==> config.mk <==
export PLATFORM = sky130hd
export DESIGN_NAME = ieu_fwd
export DESIGN_NICKNAME = d
export VERILOG_FILES = /design/src/rtl/ieu_fwd.sv
export SDC_FILE = /design/constraint.sdc
export NUM_CORES = 2
export LEC_CHECK = 0
export BUFFER_PORTS_ARGS = -buffer_cell sky130_fd_sc_hd__buf_2
export CAP_MARGIN = 0
export CORE_AREA = 3 3 273 409
export CTS_CLUSTER_SIZE = 28
export DETAILED_ROUTE_END_ITERATION = 16
export DIE_AREA = 0 0 276 412
export PLACE_DENSITY = 0.82
export SLEW_MARGIN = 5
export SYNTH_ARGS = -nofsm -noshare
export SYNTH_HDL_FRONTEND = slang
export SYNTH_SLANG_ARGS = --single-unit
==> constraint.sdc <==
create_clock -name clk -period 11.1 [get_ports clk]
set_clock_uncertainty 0.2 [all_clocks]
set_input_delay 1.665 -clock clk [delete_from_list [all_inputs] [get_ports clk]]
set_output_delay 1.665 -clock clk [all_outputs]
set_load 0.01 [all_outputs]
==> src/rtl/ieu_fwd.sv <==
// ieu_fwd -- integer execution unit with operand forwarding.
//
// Decodes and executes one RV32I-style instruction per cycle and tracks
// in-flight writebacks in a WB_DELAY-deep result pipeline.
// RAW hazards are resolved by forwarding from that pipeline.
// Only load-use hazards stall, or every RAW hit when FORWARD=0.
//
// Ports:
//   clk, rst_n        clock, synchronous active-low reset
//   stall             external stall: instruction not issued this cycle
//   instr             instruction bits [31:2]
//   curr_pc, inc_pc   PC and PC+4 of instr
//   mem_rdata         load data, valid while the load sits in the last stage
//   stalled           fetch must hold (stall, hazard or reset)
//   je, ja            jump/branch taken and its target
//   funct3            memory access size/sign
//   result            ALU result, inc_pc for jumps, address for loads/stores
//   reg_out           forwarded rs2 value (store data)
//   mm_we, mm_re      store enable / load request
//   hazard_cnt        saturating count of hazard-stall cycles
module ieu_fwd #(
    parameter int unsigned XLEN     = 32,
    parameter int unsigned WB_DELAY = 2,
    parameter bit          FORWARD  = 1'b1,
    parameter int unsigned CNT_W    = 32
) (
    input  logic             clk,
    input  logic             rst_n,
    input  logic             stall,
    input  logic [29:0]      instr,
    input  logic [XLEN-1:0]  curr_pc,
    input  logic [XLEN-1:0]  inc_pc,
    input  logic [XLEN-1:0]  mem_rdata,
    output logic             stalled,
    output logic             je,
    output logic [XLEN-1:0]  ja,
    output logic [2:0]       funct3,
    output logic [XLEN-1:0]  result,
    output logic [XLEN-1:0]  reg_out,
    output logic             mm_we,
    output logic             mm_re,
    output logic [CNT_W-1:0] hazard_cnt
);

    typedef enum logic [4:0] {
        OPC_LOAD   = 5'b00000,
        OPC_OPIMM  = 5'b00100,
        OPC_AUIPC  = 5'b00101,
        OPC_STORE  = 5'b01000,
        OPC_OP     = 5'b01100,
        OPC_LUI    = 5'b01101,
        OPC_BRANCH = 5'b11000,
        OPC_JALR   = 5'b11001,
        OPC_JAL    = 5'b11011
    } opcode_e;

    typedef enum logic [1:0] {
        ASRC_RS1,
        ASRC_PC,
        ASRC_ZERO
    } asrc_e;

    // Instruction fields, indexed with their architectural bit numbers.
    logic [31:2] ins;
    opcode_e     opc;
    logic [4:0]  rd;
    logic [2:0]  f3;
    logic signed [31:0] imm_i, imm_s, imm_b, imm_u, imm_j;

    assign ins   = instr;
    assign opc   = opcode_e'(ins[6:2]);
    assign rd    = ins[11:7];
    assign f3    = ins[14:12];
    assign imm_i = {{20{ins[31]}}, ins[31:20]};
    assign imm_s = {{20{ins[31]}}, ins[31:25], ins[11:7]};
    assign imm_b = {{19{ins[31]}}, ins[31], ins[7], ins[30:25], ins[11:8], 1'b0};
    assign imm_u = {ins[31:12], 12'b0};
    assign imm_j = {{11{ins[31]}}, ins[31], ins[19:12], ins[20], ins[30:21], 1'b0};

    // Decoder outputs
    logic        rd_we, is_load, is_store, is_branch, is_jump, b_imm;
    logic        use_rs [2];
    asrc_e       a_src;
    logic signed [31:0] imm;
    logic [2:0]  alu_f3;
    logic        alu_alt;

    always_comb begin
        rd_we     = 1'b0;
        is_load   = 1'b0;
        is_store  = 1'b0;
        is_branch = 1'b0;
        is_jump   = 1'b0;
        b_imm     = 1'b0;
        use_rs[0] = 1'b0;
        use_rs[1] = 1'b0;
        a_src     = ASRC_RS1;
        imm       = imm_i;
        alu_f3    = 3'b000;
        alu_alt   = 1'b0;
        unique case (opc)
            OPC_LUI:    begin rd_we = 1'b1; a_src = ASRC_ZERO; b_imm = 1'b1; imm = imm_u; end
            OPC_AUIPC:  begin rd_we = 1'b1; a_src = ASRC_PC;   b_imm = 1'b1; imm = imm_u; end
            OPC_JAL:    begin rd_we = 1'b1; is_jump = 1'b1; a_src = ASRC_PC; b_imm = 1'b1; imm = imm_j; end
            OPC_JALR:   begin rd_we = 1'b1; is_jump = 1'b1; use_rs[0] = 1'b1; b_imm = 1'b1; end
            OPC_BRANCH: begin
                is_branch = 1'b1; use_rs[0] = 1'b1; use_rs[1] = 1'b1;
                a_src = ASRC_PC; b_imm = 1'b1; imm = imm_b;
            end
            OPC_LOAD:   begin rd_we = 1'b1; is_load = 1'b1; use_rs[0] = 1'b1; b_imm = 1'b1; end
            OPC_STORE:  begin
                is_store = 1'b1; use_rs[0] = 1'b1; use_rs[1] = 1'b1;
                b_imm = 1'b1; imm = imm_s;
            end
            OPC_OPIMM:  begin
                rd_we = 1'b1; use_rs[0] = 1'b1; b_imm = 1'b1;
                alu_f3 = f3; alu_alt = (f3 == 3'b101) && ins[30];
            end
            OPC_OP:     begin
                rd_we = 1'b1; use_rs[0] = 1'b1; use_rs[1] = 1'b1;
                alu_f3 = f3; alu_alt = ins[30];
            end
            default: ;
        endcase
    end

    // Result pipeline, stage 1 youngest
    logic            st_valid_q [1:WB_DELAY], st_valid_d [1:WB_DELAY];
    logic            st_load_q  [1:WB_DELAY], st_load_d  [1:WB_DELAY];
    logic [4:0]      st_rd_q    [1:WB_DELAY], st_rd_d    [1:WB_DELAY];
    logic [XLEN-1:0] st_data_q  [1:WB_DELAY], st_data_d  [1:WB_DELAY];
    logic [XLEN-1:0] rf_q [32];
    logic [CNT_W-1:0] hazard_cnt_q, hazard_cnt_d;

    // Operand resolution: the first hit scanning from stage 1 is the youngest writer.
    logic [4:0]      rs_addr [2];
    logic [XLEN-1:0] op_val  [2];
    logic            rs_haz  [2];
    logic            rs_hit  [2];

    assign rs_addr[0] = ins[19:15];
    assign rs_addr[1] = ins[24:20];

    always_comb begin
        for (int unsigned j = 0; j < 2; j++) begin
            op_val[j] = '0;
            rs_haz[j] = 1'b0;
            rs_hit[j] = 1'b0;
            if (rs_addr[j] != 5'd0) begin
                op_val[j] = rf_q[rs_addr[j]];
                for (int unsigned i = 1; i <= WB_DELAY; i++) begin
                    if (!rs_hit[j] && st_valid_q[i] && st_rd_q[i] == rs_addr[j]) begin
                        rs_hit[j] = 1'b1;
                        if (!FORWARD) begin
                            rs_haz[j] = 1'b1;
                        end else if (st_load_q[i]) begin
                            if (i < WB_DELAY) rs_haz[j] = 1'b1;
                            else              op_val[j] = mem_rdata;
                        end else begin
                            op_val[j] = st_data_q[i];
                        end
                    end
                end
            end
        end
    end

    // ALU
    logic [XLEN-1:0] alu_a, alu_b, alu_res;
    logic [4:0]      shamt;
    logic            br_taken;

    always_comb begin
        unique case (a_src)
            ASRC_PC:   alu_a = curr_pc;
            ASRC_ZERO: alu_a = '0;
            default:   alu_a = op_val[0];
        endcase
        alu_b = b_imm ? XLEN'(imm) : op_val[1];
        shamt = alu_b[4:0];
        unique case (alu_f3)
            3'b000:  alu_res = alu_alt ? alu_a - alu_b : alu_a + alu_b;
            3'b001:  alu_res = alu_a << shamt;
            3'b010:  alu_res = XLEN'($signed(alu_a) < $signed(alu_b));
            3'b011:  alu_res = XLEN'(alu_a < alu_b);
            3'b100:  alu_res = alu_a ^ alu_b;
            3'b101:  alu_res = alu_alt ? XLEN'($signed(alu_a) >>> shamt) : alu_a >> shamt;
            3'b110:  alu_res = alu_a | alu_b;
            default: alu_res = alu_a & alu_b;
        endcase
    end

    // Branch condition compares the two register operands.
    always_comb begin
        unique case (f3)
            3'b000:  br_taken = op_val[0] == op_val[1];
            3'b001:  br_taken = op_val[0] != op_val[1];
            3'b100:  br_taken = $signed(op_val[0]) <  $signed(op_val[1]);
            3'b101:  br_taken = $signed(op_val[0]) >= $signed(op_val[1]);
            3'b110:  br_taken = op_val[0] <  op_val[1];
            3'b111:  br_taken = op_val[0] >= op_val[1];
            default: br_taken = 1'b0;
        endcase
    end

    logic hazard, issue;

    assign hazard  = (use_rs[0] && rs_haz[0]) || (use_rs[1] && rs_haz[1]);
    assign stalled = stall || hazard || !rst_n;
    assign issue   = !stalled;

    assign je         = issue && (is_jump || (is_branch && br_taken));
    assign ja         = alu_res;
    assign funct3     = f3;
    assign result     = is_jump ? inc_pc : alu_res;
    assign reg_out    = op_val[1];
    assign mm_we      = issue && is_store;
    assign mm_re      = issue && is_load;
    assign hazard_cnt = hazard_cnt_q;

    always_comb begin
        st_valid_d[1] = issue && rd_we && (rd != 5'd0);
        st_load_d[1]  = is_load;
        st_rd_d[1]    = rd;
        st_data_d[1]  = result;
        for (int unsigned i = 2; i <= WB_DELAY; i++) begin
            st_valid_d[i] = st_valid_q[i-1];
            st_load_d[i]  = st_load_q[i-1];
            st_rd_d[i]    = st_rd_q[i-1];
            st_data_d[i]  = st_data_q[i-1];
        end
    end

    // An external stall masks the hazard for counting purposes.
    always_comb begin
        hazard_cnt_d = hazard_cnt_q;
        if (hazard && !stall && hazard_cnt_q != '1)
            hazard_cnt_d = hazard_cnt_q + 1'b1;
    end

    always_ff @(posedge clk) begin
        for (int unsigned i = 1; i <= WB_DELAY; i++) begin
            st_valid_q[i] <= rst_n ? st_valid_d[i] : 1'b0;
            st_load_q[i]  <= st_load_d[i];
            st_rd_q[i]    <= st_rd_d[i];
            st_data_q[i]  <= st_data_d[i];
        end
        if (!rst_n) hazard_cnt_q <= '0;
        else        hazard_cnt_q <= hazard_cnt_d;
    end

    // Register file write from the last stage; contents are never reset.
    logic            wb_we;
    logic [XLEN-1:0] wb_data;

    assign wb_we   = rst_n && st_valid_q[WB_DELAY];
    assign wb_data = st_load_q[WB_DELAY] ? mem_rdata : st_data_q[WB_DELAY];

    always_ff @(posedge clk) begin
        if (wb_we) rf_q[st_rd_q[WB_DELAY]] <= wb_data;
    end

endmodule

==> results.py <==
metrics = {
    "clocking": {
        "post_cts_buffers": 0,
        "cts_sinks": 1134,
        "cts_tree": "built",
        "clock_path_buffers": 3,
        "cts_made_buffers": 101,
        "cts_hold_buf": 0,
        "clk_pin_slew_ps": 70,
        "clk-insertion-delay-late_ps": 800,
        "htree_num_levels": 3,
        "ctsResizeCount": 0,
        "root_buffer": "clkbuf_16",
    },
    "floorplanning": {
        "start_util_pct": 60.7,
        "die_h_um": 412,
        "die_w_um": 276,
        "pin_count": 264,
        "core_um2": 109000,
        "dieArea_um2": 114000,
        "rows": 148,
    },
    "power_and_ir_drop": {
        "p_per_area_nw_per_um2": 179,
        "leakage_nw": 26.2,
        "ir_worst_vdd_mv": 0.175,
    },
    "timing": {
        "drv_slew": 0,
        "timing.slew.headroom_pct": 1.60,
        "fmax_mhz": 89.8,
        "fin_tns_setup_ps": -40.0,
        "holdWs_ps": 200,
        "grt_setup_unrepaired": "no",
        "worst_slew_pin_slew_ps": 1470,
        "finalCriticalPeriod_ps": 11140,
        "setup_violations": 1,
        "fin_ws_ps": -40.0,
        "fin_crit_sh_pct": 100,
        "hold_viol_final": 0,
    },
    "critical_path": {
        "slowest_stage": "ha_1",
        "critPathMaxFanout": 102,
        "reg2reg_slack_ps": 3500,
        "cp.depth": 23,
        "crit_arrival_ps": 9270,
        "cp-endpoint": "result[30]",
        "path_buf_inv": 3,
        "cpPeakStageDelay_ps": 790,
        "crit_required_ps": 9240,
        "regToRegStartpoint": "rf_q[31][11]",
        "startpoint_type": "input pin",
        "crit_path_frequent_cell": "o21ai_0",
        "path_delay_family": "compound AO/OA/AOI/OAI gates",
        "reg2regPathDepth": 22,
        "endpoint_kind": "output pin",
        "critPathKind": "in2out",
        "startpoint": "instr[19]",
        "r2r_end": "st_data_q[1][21]",
        "crit_path_cell_trace": "buf_8 -> mux4_2 -> mux4_2 -> mux2_2 -> nor2_1 -> a211oi_1 -> o21ai_0 -> o21ai_0 -> ha_1 -> o21ai_0 -> a211oi_1 -> nand2_1 -> a21oi_1 -> buf_4 -> a211oi_1 -> nor3_1 -> a311oi_1 -> o21ai_0 -> a21oi_1 -> xor2_1 -> o211a_1 -> o31ai_1 -> buf_2",
    },
    "synth": {
        "synthXorXnorAreaFrac_pct": 1.04,
        "yosys_warnings": 0,
        "synth_top_family_by_area": "multiplexers",
        "ys_ff_latch": 1134,
        "syn_nets": 5360,
        "synth-edff-count": 1024,
        "ys_async_sr_fraction_pct": 0,
        "syn-instance-count": 5098,
        "ys_seq_area_share_pct": 50.0,
        "synth_flop_cell": "edfxtp_1",
        "syn_area_per_cell_um2": 12.9,
        "synthMuxAreaShare_pct": 21.4,
        "syn-cell-area_um2": 65900,
        "synth-compound-area-share_pct": 12.4,
        "yosys.area_share.simple_pct": 7.91,
        "synthAdderAreaFrac_pct": 2.55,
        "synth.distinct_cells": 123,
    },
    "flow_run": {
        "cap_violations": 0,
    },
    "final_layout": {
        "syn_to_final_growth_pct": 10.5,
        "nets": 5578,
        "layout_common_cells": "1024 x edfxtp_1, 461 x mux2i_1, 377 x mux4_2",
        "drive_gt1_share_pct": 23.8,
        "final_common_cell": "edfxtp_1",
        "fin_area_um2": 72800,
    },
    "detailed_routing": {
        "drt_first_iter_violations": 10700,
        "wl_met3_um": 46500,
        "wire_per_inst_um": 43.5,
        "top_layer": "met5",
        "first_pass_iters": 7,
        "wl_um": 298000,
        "met2_length_um": 128000,
        "drc": 0,
        "viasPerCell": 8.10,
        "wl_met1_um": 84600,
        "via_count": 55500,
        "antenna_left": 0,
    },
    "global_route": {
        "grt.total_usage_pct": 52.0,
        "grt_pass1_wl_um": 413000,
        "grt_pass1_vias": 53900,
        "grt.overflow.total": 0,
        "grt_max_degree": 132,
        "antenna_found_initial": 44,
    },
    "outcome": {
        "status": "finished, violations left",
        "violations": "setup timing",
    },
    "placed_design": {
        "dp_hpwl_um": 191000,
        "gp_congestion": 1.24,
        "dpl-instance-area_um2": 69200,
        "portBuffers": 263,
    },
    "worst_hold_path": {
        "whs_path_depth": 0,
        "hp-class": "reg2reg",
    },
}
[layout make-up]
class                      count  area (um2)
inverter                     177         669
tap                         1425        1780
timing repair buffer         538        3730
antenna                       26        65.1
clock buffer                 124        2660
fill                        7485       35800
multi-input combinational   3364       30300
sequential                  1134       33000
clock inverter                65         607
[state kept, by name, summed over array words and instances, names as in the netlist]
register	flops
st_valid_q	2
hazard_cnt	32
st_data_q	64
rf_q	1024
st_rd_q	10
st_load_q	2
[synth_stat cells (all sizes together), types with 24 or more instances]
master / count / area, um2
a211oi: 74 / 573
a21o: 41 / 308
a21oi: 235 / 1220
a221oi: 42 / 374
a22o: 54 / 473
a22oi: 173 / 1300
a31oi: 26 / 163
and2: 48 / 302
and3: 42 / 263
buf: 249 / 1610
clkbuf: 173 / 747
dfxtp: 110 / 2200
edfxtp: 1024 / 30700
ha: 131 / 1640
inv: 175 / 662
mux2: 65 / 736
mux2i: 462 / 4620
mux4: 387 / 8750
nand2: 243 / 925
nand2b: 34 / 220
nand3: 133 / 666
nand4: 42 / 263
nor2: 339 / 1330
nor3: 68 / 372
nor4: 26 / 169
o211ai: 36 / 270
o21ai: 176 / 888
o21bai: 36 / 270
o221ai: 25 / 231
o22ai: 80 / 500
xnor2: 54 / 473
xor2: 24 / 210
[worst min-delay path by stage]
stage                    start         endpoint  slack (ps)
2_1_floorplan     st_load_q[1]     st_load_q[2]         130
3_3_place_gp   st_data_q[1][7]  st_data_q[2][7]         170
3_5_place_dp   st_data_q[1][7]  st_data_q[2][7]         180
4_1_cts        st_data_q[1][0]  st_data_q[2][0]         200
5_1_grt        st_data_q[1][7]  st_data_q[2][7]         200
6_report       st_data_q[1][7]  st_data_q[2][7]         200
[routing by layer]
metal  vias up  global-route usage (%)
met2      6231                    75.4
li1      20600                       -
met1     26400                    53.3
met3      2180                    26.2
met4        36                    51.7
met5         -                    1.92
[power by group]
group / internal (mW) / switching (mW) / leakage (nW)
Sequential: 5.35 / 0.164 / 10.1
Clock: 1.86 / 1.71 / 1.61
Combinational: 1.15 / 2.82 / 14.5
[logic make-up after synthesis]
group	count (synthesis)
xor gates and xnor gates	78
buffers and inverters	600
adders and majority gates	133
and+or+nand+nor	1066
DFF	1134
muxes	914
AOI/OAI and AO/OA	1173
[per-stage QoR]
stage	worst slack, ps	util (%)	cells	power [mW]
after floorplan	1310	-	5098	7.64
after global placement	194	63.8	6631	9.14
after detailed placement	176	63.8	6631	9.18
after CTS	119	66.8	6820	12.7
after global routing	4.23	67.0	6830	13.3
final	-40.0	67.0	6853	13.1
Note: power is estimated with default switching activity, not from simulation.
